--- config.mk ---
export PLATFORM = sky130hd
export DESIGN_NAME = math_game_core
export DESIGN_NICKNAME = d
export VERILOG_FILES = /design/src/rtl/math_game_pkg.sv /design/src/rtl/bin2bcd99.sv /design/src/rtl/math_game_core.sv
export SDC_FILE = /design/constraint.sdc
export NUM_CORES = 1
export LEC_CHECK = 0
export CAP_MARGIN = 10
export CORE_MARGIN = 2
export CORE_UTILIZATION = 55
export CTS_CLUSTER_SIZE = 14
export DETAILED_ROUTE_END_ITERATION = 6
export GPL_ROUTABILITY_DRIVEN = 1
export HOLD_SLACK_MARGIN = 0.06
export PLACE_DENSITY = 0.86
export SLEW_MARGIN = 10
export SYNTH_ARGS = -nofsm -noshare
export SYNTH_HDL_FRONTEND = slang
export SYNTH_SLANG_ARGS = --single-unit
--- constraint.sdc ---
create_clock -name clk -period 16.9 [get_ports clk]
set_input_delay 4.225 -clock clk [delete_from_list [all_inputs] [get_ports clk]]
set_output_delay 4.225 -clock clk [all_outputs]
set_load 0.02 [all_outputs]
--- src/rtl/math_game_pkg.sv ---
// Shared types, constants and mod-100 arithmetic for the mental-arithmetic game engine.
package math_game_pkg;

    typedef enum logic [1:0] {
        ST_IDLE,
        ST_SHOW,
        ST_ANSWER,
        ST_RESULT
    } state_t;

    localparam logic [6:0] LED_WIN   = 7'h7F;
    localparam logic [6:0] LED_LOSE  = 7'h55;

    // x^8+x^6+x^5+x^4+1 on a left-shifting register: feedback from bits 7,5,4,3
    localparam logic [7:0] LFSR_TAPS = 8'hB8;

    function automatic logic [6:0] add_mod100(input logic [6:0] t, input logic [5:0] n);
        logic [7:0] sum;
        sum = {1'b0, t} + {2'b00, n};
        if (sum >= 8'd100) begin
            sum = sum - 8'd100;
        end
        return sum[6:0];
    endfunction

    // The wrapped result is always below 100, so 7-bit modular arithmetic is exact here
    function automatic logic [6:0] sub_mod100(input logic [6:0] t, input logic [5:0] n);
        logic [6:0] nn;
        nn = {1'b0, n};
        if (t >= nn) begin
            return t - nn;
        end
        return t + 7'd100 - nn;
    endfunction

endpackage

--- src/rtl/bin2bcd99.sv ---
// Combinational 7-bit binary to two BCD digits, saturating the input at 99.
module bin2bcd99 (
    input  logic [6:0] bin,
    output logic [3:0] tens,
    output logic [3:0] units
);

    logic [6:0] rem;

    always_comb begin
        rem  = (bin > 7'd99) ? 7'd99 : bin;
        tens = 4'd0;
        for (int i = 0; i < 9; i++) begin
            if (rem >= 7'd10) begin
                rem  = rem - 7'd10;
                tens = tens + 4'd1;
            end
        end
        units = rem[3:0];
    end

endmodule

--- src/rtl/math_game_core.sv ---
// Game engine: shows LFSR operands for R rounds, collects an answer and scores it
// against the running total modulo 100.
module math_game_core
    import math_game_pkg::*;
#(
    parameter int         NUM_W         = 5,
    parameter int         MAX_ROUNDS    = 8,
    parameter int         SHOW_CYCLES   = 5,
    parameter int         ANSWER_CYCLES = 15,
    parameter int         RESULT_CYCLES = 4,
    parameter logic [7:0] SEED          = 8'hA5
) (
    input  logic       clk,
    input  logic       rst,
    input  logic       start,
    input  logic [3:0] rounds_in,
    input  logic       mode,
    input  logic [6:0] answer,
    input  logic       submit,
    output logic [3:0] disp_tens,
    output logic [3:0] disp_units,
    output logic [6:0] disp_value,
    output logic [6:0] led,
    output logic       busy,
    output logic       correct,
    output logic [3:0] score
);

    localparam int MAX_SA  = (SHOW_CYCLES > ANSWER_CYCLES) ? SHOW_CYCLES : ANSWER_CYCLES;
    localparam int MAX_CYC = (MAX_SA > RESULT_CYCLES) ? MAX_SA : RESULT_CYCLES;
    localparam int PHASE_W = $clog2(MAX_CYC + 1);

    localparam logic [PHASE_W-1:0] SHOW_LAST   = PHASE_W'(SHOW_CYCLES - 1);
    localparam logic [PHASE_W-1:0] ANSWER_LAST = PHASE_W'(ANSWER_CYCLES - 1);
    localparam logic [PHASE_W-1:0] RESULT_LAST = PHASE_W'(RESULT_CYCLES - 1);

    state_t             state;
    logic [7:0]         lfsr;
    logic [6:0]         total;
    logic [3:0]         rounds_q;
    logic [3:0]         round_idx;
    logic               mode_q;
    logic [PHASE_W-1:0] phase;

    logic [5:0] operand;
    logic [3:0] rounds_clamped;
    logic [6:0] answer_sat;
    logic       answer_match;
    logic       sub_next;

    always_comb begin
        operand = 6'(lfsr[NUM_W-1:0]);
        if (operand == 6'd0) begin
            operand = 6'd1;
        end
        if (rounds_in == 4'd0) begin
            rounds_clamped = 4'd1;
        end else if (rounds_in > 4'(MAX_ROUNDS)) begin
            rounds_clamped = 4'(MAX_ROUNDS);
        end else begin
            rounds_clamped = rounds_in;
        end
        answer_sat   = (answer > 7'd99) ? 7'd99 : answer;
        answer_match = (answer == total);
        // round_idx is the 0-based current round; the next round is even when it is even
        sub_next     = mode_q & ~round_idx[0];
    end

    always_ff @(posedge clk or posedge rst) begin
        if (rst) begin
            state      <= ST_IDLE;
            lfsr       <= SEED;
            total      <= 7'd0;
            rounds_q   <= 4'd0;
            round_idx  <= 4'd0;
            mode_q     <= 1'b0;
            phase      <= '0;
            disp_value <= 7'd0;
            led        <= 7'd0;
            busy       <= 1'b0;
            correct    <= 1'b0;
            score      <= 4'd0;
        end else begin
            lfsr    <= {lfsr[6:0], ^(lfsr & LFSR_TAPS)};
            correct <= 1'b0;
            case (state)
                ST_IDLE: begin
                    disp_value <= {3'b000, rounds_clamped};
                    led        <= 7'd0;
                    if (start) begin
                        state      <= ST_SHOW;
                        busy       <= 1'b1;
                        rounds_q   <= rounds_clamped;
                        mode_q     <= mode;
                        round_idx  <= 4'd0;
                        phase      <= '0;
                        total      <= add_mod100(7'd0, operand);
                        disp_value <= {1'b0, operand};
                        led        <= {1'b0, operand};
                    end
                end
                ST_SHOW: begin
                    if (phase == SHOW_LAST) begin
                        phase <= '0;
                        if (round_idx == rounds_q - 4'd1) begin
                            state      <= ST_ANSWER;
                            disp_value <= answer_sat;
                            led        <= 7'd0;
                        end else begin
                            round_idx  <= round_idx + 4'd1;
                            total      <= sub_next ? sub_mod100(total, operand)
                                                   : add_mod100(total, operand);
                            disp_value <= {1'b0, operand};
                            led        <= {sub_next, operand};
                        end
                    end else begin
                        phase <= phase + PHASE_W'(1);
                    end
                end
                ST_ANSWER: begin
                    disp_value <= answer_sat;
                    if (submit || phase == ANSWER_LAST) begin
                        state      <= ST_RESULT;
                        phase      <= '0;
                        disp_value <= total;
                        led        <= answer_match ? LED_WIN : LED_LOSE;
                        correct    <= answer_match;
                        if (answer_match && score != 4'd15) begin
                            score <= score + 4'd1;
                        end
                    end else begin
                        phase <= phase + PHASE_W'(1);
                    end
                end
                ST_RESULT: begin
                    if (phase == RESULT_LAST) begin
                        state      <= ST_IDLE;
                        busy       <= 1'b0;
                        phase      <= '0;
                        disp_value <= {3'b000, rounds_clamped};
                        led        <= 7'd0;
                    end else begin
                        phase <= phase + PHASE_W'(1);
                    end
                end
                default: begin
                    state <= ST_IDLE;
                end
            endcase
        end
    end

    bin2bcd99 u_bcd (
        .bin   (disp_value),
        .tens  (disp_tens),
        .units (disp_units)
    );

endmodule

== After elaboration in Yosys (flattened, before gate mapping) ==
Cells that the tools add are included.
W data, S select, Z words.
Storage, ports and cells
  input port bits: 16
  register bits: 50
  word-level logic and storage cells: 154
  output and inout port bits: 28
Operators by class
  reductions and logical operators: 15
  equal/unequal tests: 15
  $add $sub $neg: 27
  bitwise gates (word level): 2
  multiplexer cells: 68
  $lt $le $gt $ge: 15
Operators with widths (number)
  $mux W7: 26
  $mux W4: 17
  $ge A7 B4 Y1 const B: 9
  $pmux W7 S4: 2
  $sub A7 B4 Y7 const B: 8
  $add A4 B1 Y4 const B: 10
  $pmux W4 S4: 1
  $mux W5: 3
  $gt A7 B7 Y1 const B: 2
  $pmux W7 S2: 1
  $sub A7 B5 Y7: 2
  $ne A2 B2 Y1 const B: 6
  $mux W2: 5
  $mux W1: 9
  $reduce_and A3 Y1: 3
  $add A7 B5 Y8: 1
  $ge A8 B7 Y1 const B: 1
  $pmux W2 S4: 1
  $pmux W4 S2: 1
  $reduce_xor A8 Y1: 1
  $add A7 B7 Y7 const B: 1
  $eq A7 B7 Y1: 1
  $ge A5 B7 Y1 const B: 1
  $ge A7 B5 Y1: 1
  other kinds (26): 29

== Depth between registers and ports, before layout ==
Gate-level depths: netlist of the first run.
  word-level depth: 20
  mapped depth: 52
  gate-level depth less buffers: 48

== By module ==
From an unflattened synthesis of the first run, not the netlist that was laid out.
Second synthesis, totals
  cells, all modules: 830
  area, all modules: 6722.7 µm²
By module, submodules not included
  math_game_core: area an instance 3676.0 µm², instances 1, sequential area each 1256.2 µm², cells an instance 395
  bin2bcd99: area an instance 3046.7 µm², instances 1, sequential area each 0.0 µm², cells an instance 435

== Worst setup path after synthesis of the first run ==
No wires, ideal clock.
  path type: register to output
  from: register disp_value[4]
  to: output disp_tens[3]
  slack: 2904 ps
  required time: 12675 ps
  data arrival time: 9771 ps
  path buffers: 5
  stages on the path, launching flop included: 48
  cell sequence: dfrtp_1 > clkbuf_1 > o311a_1 > nor2_1 > ha_1 > buf_2 > nor2b_1 > or4_1 > buf_4 > xnor2_1 > inv_1 > ha_1 > inv_1 > a31oi_1 > a21oi_1 > o21ai_0 > nand2_1 > ha_1 > [12 not listed] > ha_1 > nand2_1 > a2bb2o_1 > nor4_4 > mux2_2 > inv_1 > ha_1 > nand2_1 > nand3b_1 > a31o_1 > buf_6 > xnor2_1 > ha_1 > a2111o_1 > o211a_1 > o31ai_4 > nand4_1 > xnor2_1
On the way
  word-level cells in the longest chain between the ends: 20
  elaborated cells on any way between the ends: 44
  classes of those cells: add/sub (16); order compare (10); mux (18)
Ends and longest elaborated chain
  start, declared: line math_game_core.sv:22  | output logic [6:0] disp_value,
  start signal, assigned: line math_game_core.sv:88  | disp_value <= {3'b000, rounds_clamped};
  start signal, assigned: line math_game_core.sv:98  | disp_value <= {1'b0, operand};
  start signal, assigned: line math_game_core.sv:107  | disp_value <= answer_sat;
  $gt A7 B7 Y1: line bin2bcd99.sv:11  | rem = (bin > 7'd99) ? 7'd99 : bin;
  $mux W7 *: line bin2bcd99.sv:11
  $sub A7 B4 Y7 or $ge A7 B4 Y1 (tied branches): line bin2bcd99.sv:15, bin2bcd99.sv:14
  $mux W7 or $mux W1 (tied branches): line bin2bcd99.sv:14  | if (rem >= 7'd10) begin
  $sub A7 B4 Y7 (tied with other cells): line bin2bcd99.sv:15  | rem = rem - 7'd10;
  $mux W7 or $mux W4 (tied branches): line bin2bcd99.sv:14
  $sub A7 B4 Y7 (tied with other cells): line bin2bcd99.sv:15
  $mux W7 or $mux W4 (tied branches): line bin2bcd99.sv:14
  [4 not listed]
  $sub A7 B4 Y7 (tied with other cells): line bin2bcd99.sv:15
  $mux W7 or $mux W4 (tied branches): line bin2bcd99.sv:14
  $sub A7 B4 Y7 (tied with other cells): line bin2bcd99.sv:15
  $mux W7 or $mux W4 (tied branches): line bin2bcd99.sv:14
  $sub A7 B4 Y7 (tied with other cells): line bin2bcd99.sv:15
  $mux W7 or $mux W4 (tied branches): line bin2bcd99.sv:14
  $ge A7 B4 Y1 or $add A4 B1 Y4 (tied branches): line bin2bcd99.sv:14, bin2bcd99.sv:16
  $mux W4 *: line bin2bcd99.sv:14
  end, declared: line math_game_core.sv:20  | output logic [3:0] disp_tens,
Every way passes the cells marked *; elsewhere a longest branch is shown, timed or not.

== Worst setup path in the final report of the first run ==
  from: register disp_value[3]
  to: output disp_tens[3]
The elaborated chain is that of the path after synthesis.

==> results.yml, run 1 <==
clocking:
  htreeDepth: 2
  clockBufferDepth: 2
  root_buffer: "clkbuf_8"
  tritoncts: "yes"
  postCtsSetupBuffers: 0
  cts-buffers-inserted: 5
  clock_latency_ns: 0.31
  clk_pin_slew_worst_paths_ns: 0.10
  cts_hold_buf: 0
  cts_resized: 0
  cts_sinks: 50
logic_synthesis:
  synth_nets: 839
  yosysWarningCount: 0
  async_flop_share_pct: 100
  synth_compound_area_share_pct: 27.2
  synth-edff-count: 0
  synth_xor_area_share_pct: 8.82
  synthCells: 772
  seq_area_frac_synth_pct: 20.7
  synthAdderAreaFrac_pct: 11.1
  synth.avg_cell_area_um2: 7.87
  synthMuxAreaShare_pct: 5.03
  yosysMostFrequentCell: "nand2_1"
  yosys.area.top_type: "dfrtp_1"
  synthTopCellsByArea: "dfrtp_1, ha_1, xnor2_1"
  syn_area_um2: 6070
  ys.flop_type: "dfrtp_1"
  synthSimpleGateAreaFrac_pct: 21.9
  synth_cell_types: 92
  ys_seq_elements: 50
  yosysTopAreaCellShare_pct: 19.0
  synth_top_family_by_area: "compound AO/OA/AOI/OAI gates"
  synthTopCellsByCount: "nand2_1, nor2_1, o21ai_0"
sta:
  fin_crit_ns: 15.95
  slew_headroom_pct: 33.5
  finalMaxSlewViolations: 0
  finalClockSkew_ns: 0.0128
  finalSetupViolCount: 0
  final-hold-violation-count: 0
  whs_ns: 0.361
  rsz0062_at_grt: "no"
  setup_tns_ns: 0
  tightestPinTransition_ns: 0.996
  layout_worst_path_cycle_share_pct: 94.4
  fmax_ghz: 0.0627
route:
  ant_nets: 0
  first_pass_iters: 5
  drc: 0
  drt_iter0_drc: 397
  wire_per_inst_um: 15.4
  vias_per_cell: 6.14
  routed_wl_mm: 14.4
  vias: 5755
setup_path:
  crit_buf_inv: 5
  start_kind: "flip-flop"
  required_ns: 12.68
  cp_common_cell: "ha_1"
  cp_max_fo: 13
  slowest_delay_ns: 0.71
  crit_type: "reg -> out"
  crit_slowest_cell: "or4_1"
  cp_top_family: "compound AO/OA/AOI/OAI gates"
  worstPathArrival_ns: 11.73
  end_kind: "output port"
grt:
  grt_overflow: 0
  antenna_found_initial: 0
  grt_pass1_vias: 5284
  grt_usage_pct: 24.6
  grt_pass1_wl_mm: 24.0
  grt_max_degree: 51
placement:
  gp_congestion: 0.942
  dp.cells: 928
  post-dp-hpwl_mm: 11.2
  io_buffers: 43
cells_and_area:
  drive_gt1_share_pct: 7.02
  stdcell_count: 938
  diodes: 0
  syn_to_final_growth_pct: 9.58
  fin_nets: 864
min_path:
  hp-class: "reg -> reg"
floorplanning:
  core_area_um2: 10800
  initial_core_util_pct: 56.3
  die_y_um: 109
  die-area_um2: 11900
  die_w_um: 109
  rows: 38
  io_pins: 44
flow_run:
  cap_violations: 0
outcome:
  status: "finished clean"
[stage by stage]
stage | worst slack, ns | util, % | area (µm²)
floorplan | 2.90 | - | 6070
global placement | 1.21 | 60.6 | 6550
detailed placement | 0.967 | 60.6 | 6550
CTS | 0.591 | 61.5 | 6640
global route | 0.0576 | 61.7 | 6660
finish | 0.948 | 61.7 | 6660
[cells by family after synthesis]
kind of cell | count (synthesis)
and+or+nand+nor | 273
DFF | 50
AOI/OAI and AO/OA | 238
xor gates and xnor gates | 59
adders and majority gates | 51
buffers and inverters | 72
muxes | 29
[sequential cells by signal, summed over array words and instances, names as in the netlist]
signal and cells:
led 7, rounds_q 4, score 4, mode_q 1, state 2, correct 1
busy 1, phase 4, round_idx 4, total 7, lfsr 8, disp_value 7
[per-layer routing]
metal	part of all wire, %	global-route usage (%)	vias to the layer above
met5	0	0	-
met4	2.3	9.52	0
met3	5.6	2.03	34
met2	49	42.9	229
met1	43	31.3	2659
li1	-	-	2833
[worst register-to-register path: cells and delay by family (launching register included)]
family,cells,cell delay (ns)
multiplexers,1,0.09
AO/OA/AOI/OAI,6,1.26
buffers and inverters,2,0.36
flip-flops,1,0.52
AND/OR/NAND/NOR,7,0.73
adder cells (fa/ha/maj),2,0.62
XOR/XNOR,2,0.33
[placed cells by master, fill, tap and decap left out, types with 4 or more instances in the layout]
| master | count |
|---|---|
| nand2_1 | 101 |
| nor2_1 | 62 |
| o21ai_0 | 60 |
| a21oi_1 | 56 |
| ha_1 | 46 |
| dfrtp_1 | 46 |
| xnor2_1 | 45 |
| clkdlybuf4s50_1 | 43 |
| inv_1 | 40 |
| nor3_1 | 17 |
| mux2i_1 | 17 |
| nand2b_1 | 14 |
| nand3_1 | 14 |
| xor2_1 | 13 |
| mux2_2 | 12 |
| nor2b_1 | 11 |
| o211ai_1 | 9 |
| a31oi_1 | 8 |
| a22o_1 | 8 |
| and2_1 | 7 |
| o21a_1 | 7 |
| o31ai_1 | 6 |
| a21o_1 | 6 |
| o211a_1 | 6 |
| clkbuf_8 | 6 |
| o22ai_1 | 5 |
| and3_1 | 5 |
| or3_1 | 5 |
| or2_2 | 5 |
| nand4_1 | 5 |
| a211oi_1 | 5 |
| a21boi_0 | 5 |
| fa_1 | 5 |
| a32o_1 | 4 |
| nand3b_1 | 4 |
| o21bai_1 | 4 |
| dfstp_2 | 4 |
[worst paths after layout]
kind                               start            to  slack, ns  depth (start not counted)
max                        disp_value[3]  disp_tens[3]       0.95                         45
min                              lfsr[6]       lfsr[7]       0.36                          0
max reg2reg                      lfsr[4]      total[4]      12.91                         20
min reg2reg                      lfsr[6]       lfsr[7]       0.36                          0
max in group asynchronous            rst      total[2]      11.81                          2
min in group asynchronous            rst      phase[1]       4.46                          2
[layout make-up]
class | instances | area (µm²)
repair buffers | 45 | 445
fillers | 914 | 4140
clock inverters | 2 | 12.5
clock buffers | 6 | 82.6
multi-input cells | 650 | 4500
well taps | 140 | 175
flip-flops and latches | 50 | 1260
inverters | 45 | 181
Power of run 1 is not shown: default switching activity piles up to over one toggle a cycle in this logic, so the estimate is an artifact.
==> run 2, diff against run 1 <==
CAP_MARGIN = 20   (was 10)
==> run 2 against run 1 <==
Non-clock buffer count up 1. Hold slack lost 0.0028 ns. Design area rose by 0.30%. Clock-buffer cell count stayed put. Setup slack better by 0.019 ns. Register-to-register slack is essentially flat. Critical path type unchanged. Routed wire length up 0.28%. Largest cell class unchanged.
==> results.yml, run 2 (synthesis gave the netlist of run 1 again) <==
grt:
  grt_usage_pct: 24.6
  grt_max_degree: 51
  grt_overflow: 0
  grt_pass1_vias: 5284
  antenna_found_initial: 0
  grt_pass1_wl_mm: 24.0
sta:
  finalClockSkew_ns: 0.0137
  fin_crit_ns: 15.93
  final-hold-violation-count: 0
  finalSetupViolCount: 0
  tightestPinTransition_ns: 0.840
  layout_worst_path_cycle_share_pct: 94.3
  rsz0062_at_grt: "no"
  finalMaxSlewViolations: 0
  setup_tns_ns: 0
  slew_headroom_pct: 43.9
  fmax_ghz: 0.0628
cells_and_area:
  register_area_um2: 1260
  fin_nets: 865
  multiInputGateArea_um2: 4500
  diodes: 0
  largest-register: "lfsr"
  syn_to_final_growth_pct: 9.91
  mostFrequentLayoutCells: "nand2_1, nor2_1, o21ai_0, a21oi_1"
  final_core_util_pct: 61.8
  fillers: 912
  final_common_cell: "nand2_1"
  drive_gt1_share_pct: 7.13
  largest_reg_flops: 8
floorplanning:
  rows: 38
  die-area_um2: 11900
  initial_core_util_pct: 56.3
  die_w_um: 109
  io_pins: 44
  die_y_um: 109
  core_area_um2: 10800
clocking:
  clock_latency_ns: 0.31
  postCtsSetupBuffers: 0
  htreeDepth: 2
  clockBufferDepth: 2
  cts_hold_buf: 0
  clk_pin_slew_worst_paths_ns: 0.10
  cts_sinks: 50
  cts-buffers-inserted: 5
  tritoncts: "yes"
  cts_resized: 0
  root_buffer: "clkbuf_8"
route:
  vias_per_cell: 6.16
  wire_per_inst_um: 15.4
  first_pass_iters: 7
  vias: 5781
  drt_iter0_drc: 446
  routed_wl_mm: 14.5
  ant_nets: 0
  drc: 0
setup_path:
  crit_slowest_cell: "or4_1"
  worstPathArrival_ns: 11.71
  crit_type: "reg -> out"
  required_ns: 12.68
  reg2reg_slack_ns: 12.90
  cp_common_cell: "ha_1"
  r2r-start: "lfsr[4]"
  slowest_delay_ns: 0.71
  cp_max_fo: 13
  r2r_cells: 20
  worstReg2RegEnd: "total[4]"
  start_kind: "flip-flop"
  end_kind: "output port"
placement:
  io_buffers: 43
  gp_congestion: 0.942
  post-dp-hpwl_mm: 11.2
flow_run:
  cap_violations: 0
min_path:
  holdPathEnd: "lfsr[7]"
  hold_path_depth: 0
  hp-class: "reg -> reg"
  hold_path_startpoint: "lfsr[6]"
outcome:
  status: "finished clean"
==> run 2: worst max-delay path by stage <==
stage	start	endpoint	slack (ns)	cells after the start
2_1_floorplan	disp_value[4]	disp_tens[3]	2.90	47
3_3_place_gp	disp_value[3]	disp_tens[3]	1.21	44
3_5_place_dp	disp_value[3]	disp_tens[3]	0.97	45
4_1_cts	disp_value[3]	disp_tens[3]	0.59	45
5_1_grt	disp_value[3]	disp_tens[3]	0.06	45
6_report	disp_value[3]	disp_tens[3]	0.97	45
==> run 2: area by class of cell <==
type | instances | area share [%]
repair buffers | 46 | 6.97
well taps | 140 | 2.62
clock inverters | 2 | 0.187
multi-input cells | 650 | 67.4
flip-flops and latches | 50 | 18.8
clock buffers | 6 | 1.24
inverters | 45 | 2.72
==> run 2: critical path, delay by kind of cell, from the launching register on <==
kind | cells | cell delay, ns
compound gates | 16 | 4.52
mux | 1 | 0.41
fa+ha+maj | 6 | 1.46
buf+inv | 5 | 0.97
flops | 1 | 0.52
xor+xnor | 3 | 0.60
simple gates | 14 | 2.93
==> run 2: layer usage <==
| layer | track usage (%) | vias up | part of all wire [%] |
|---|---|---|---|
| met2 | 42.9 | 223 | 50 |
| met3 | 2.03 | 32 | 5.7 |
| met1 | 31.3 | 2690 | 43 |
| met5 | 0 | - | 0 |
| li1 | - | 2836 | - |
| met4 | 9.52 | 0 | 2.2 |
==> run 2: through the flow <==
stage / cells / hold WS (ns) / instance area, µm² / setup WS [ns]
after floorplan: 772 / 0.333 / 6070 / 2.90
after global placement: 928 / 0.339 / 6550 / 1.21
after detailed placement: 928 / 0.349 / 6550 / 0.967
after CTS: 936 / 0.369 / 6640 / 0.591
after global routing: 939 / 0.379 / 6680 / 0.0576
final: 939 / 0.358 / 6680 / 0.967
Power of run 2 is left out for the same reason.
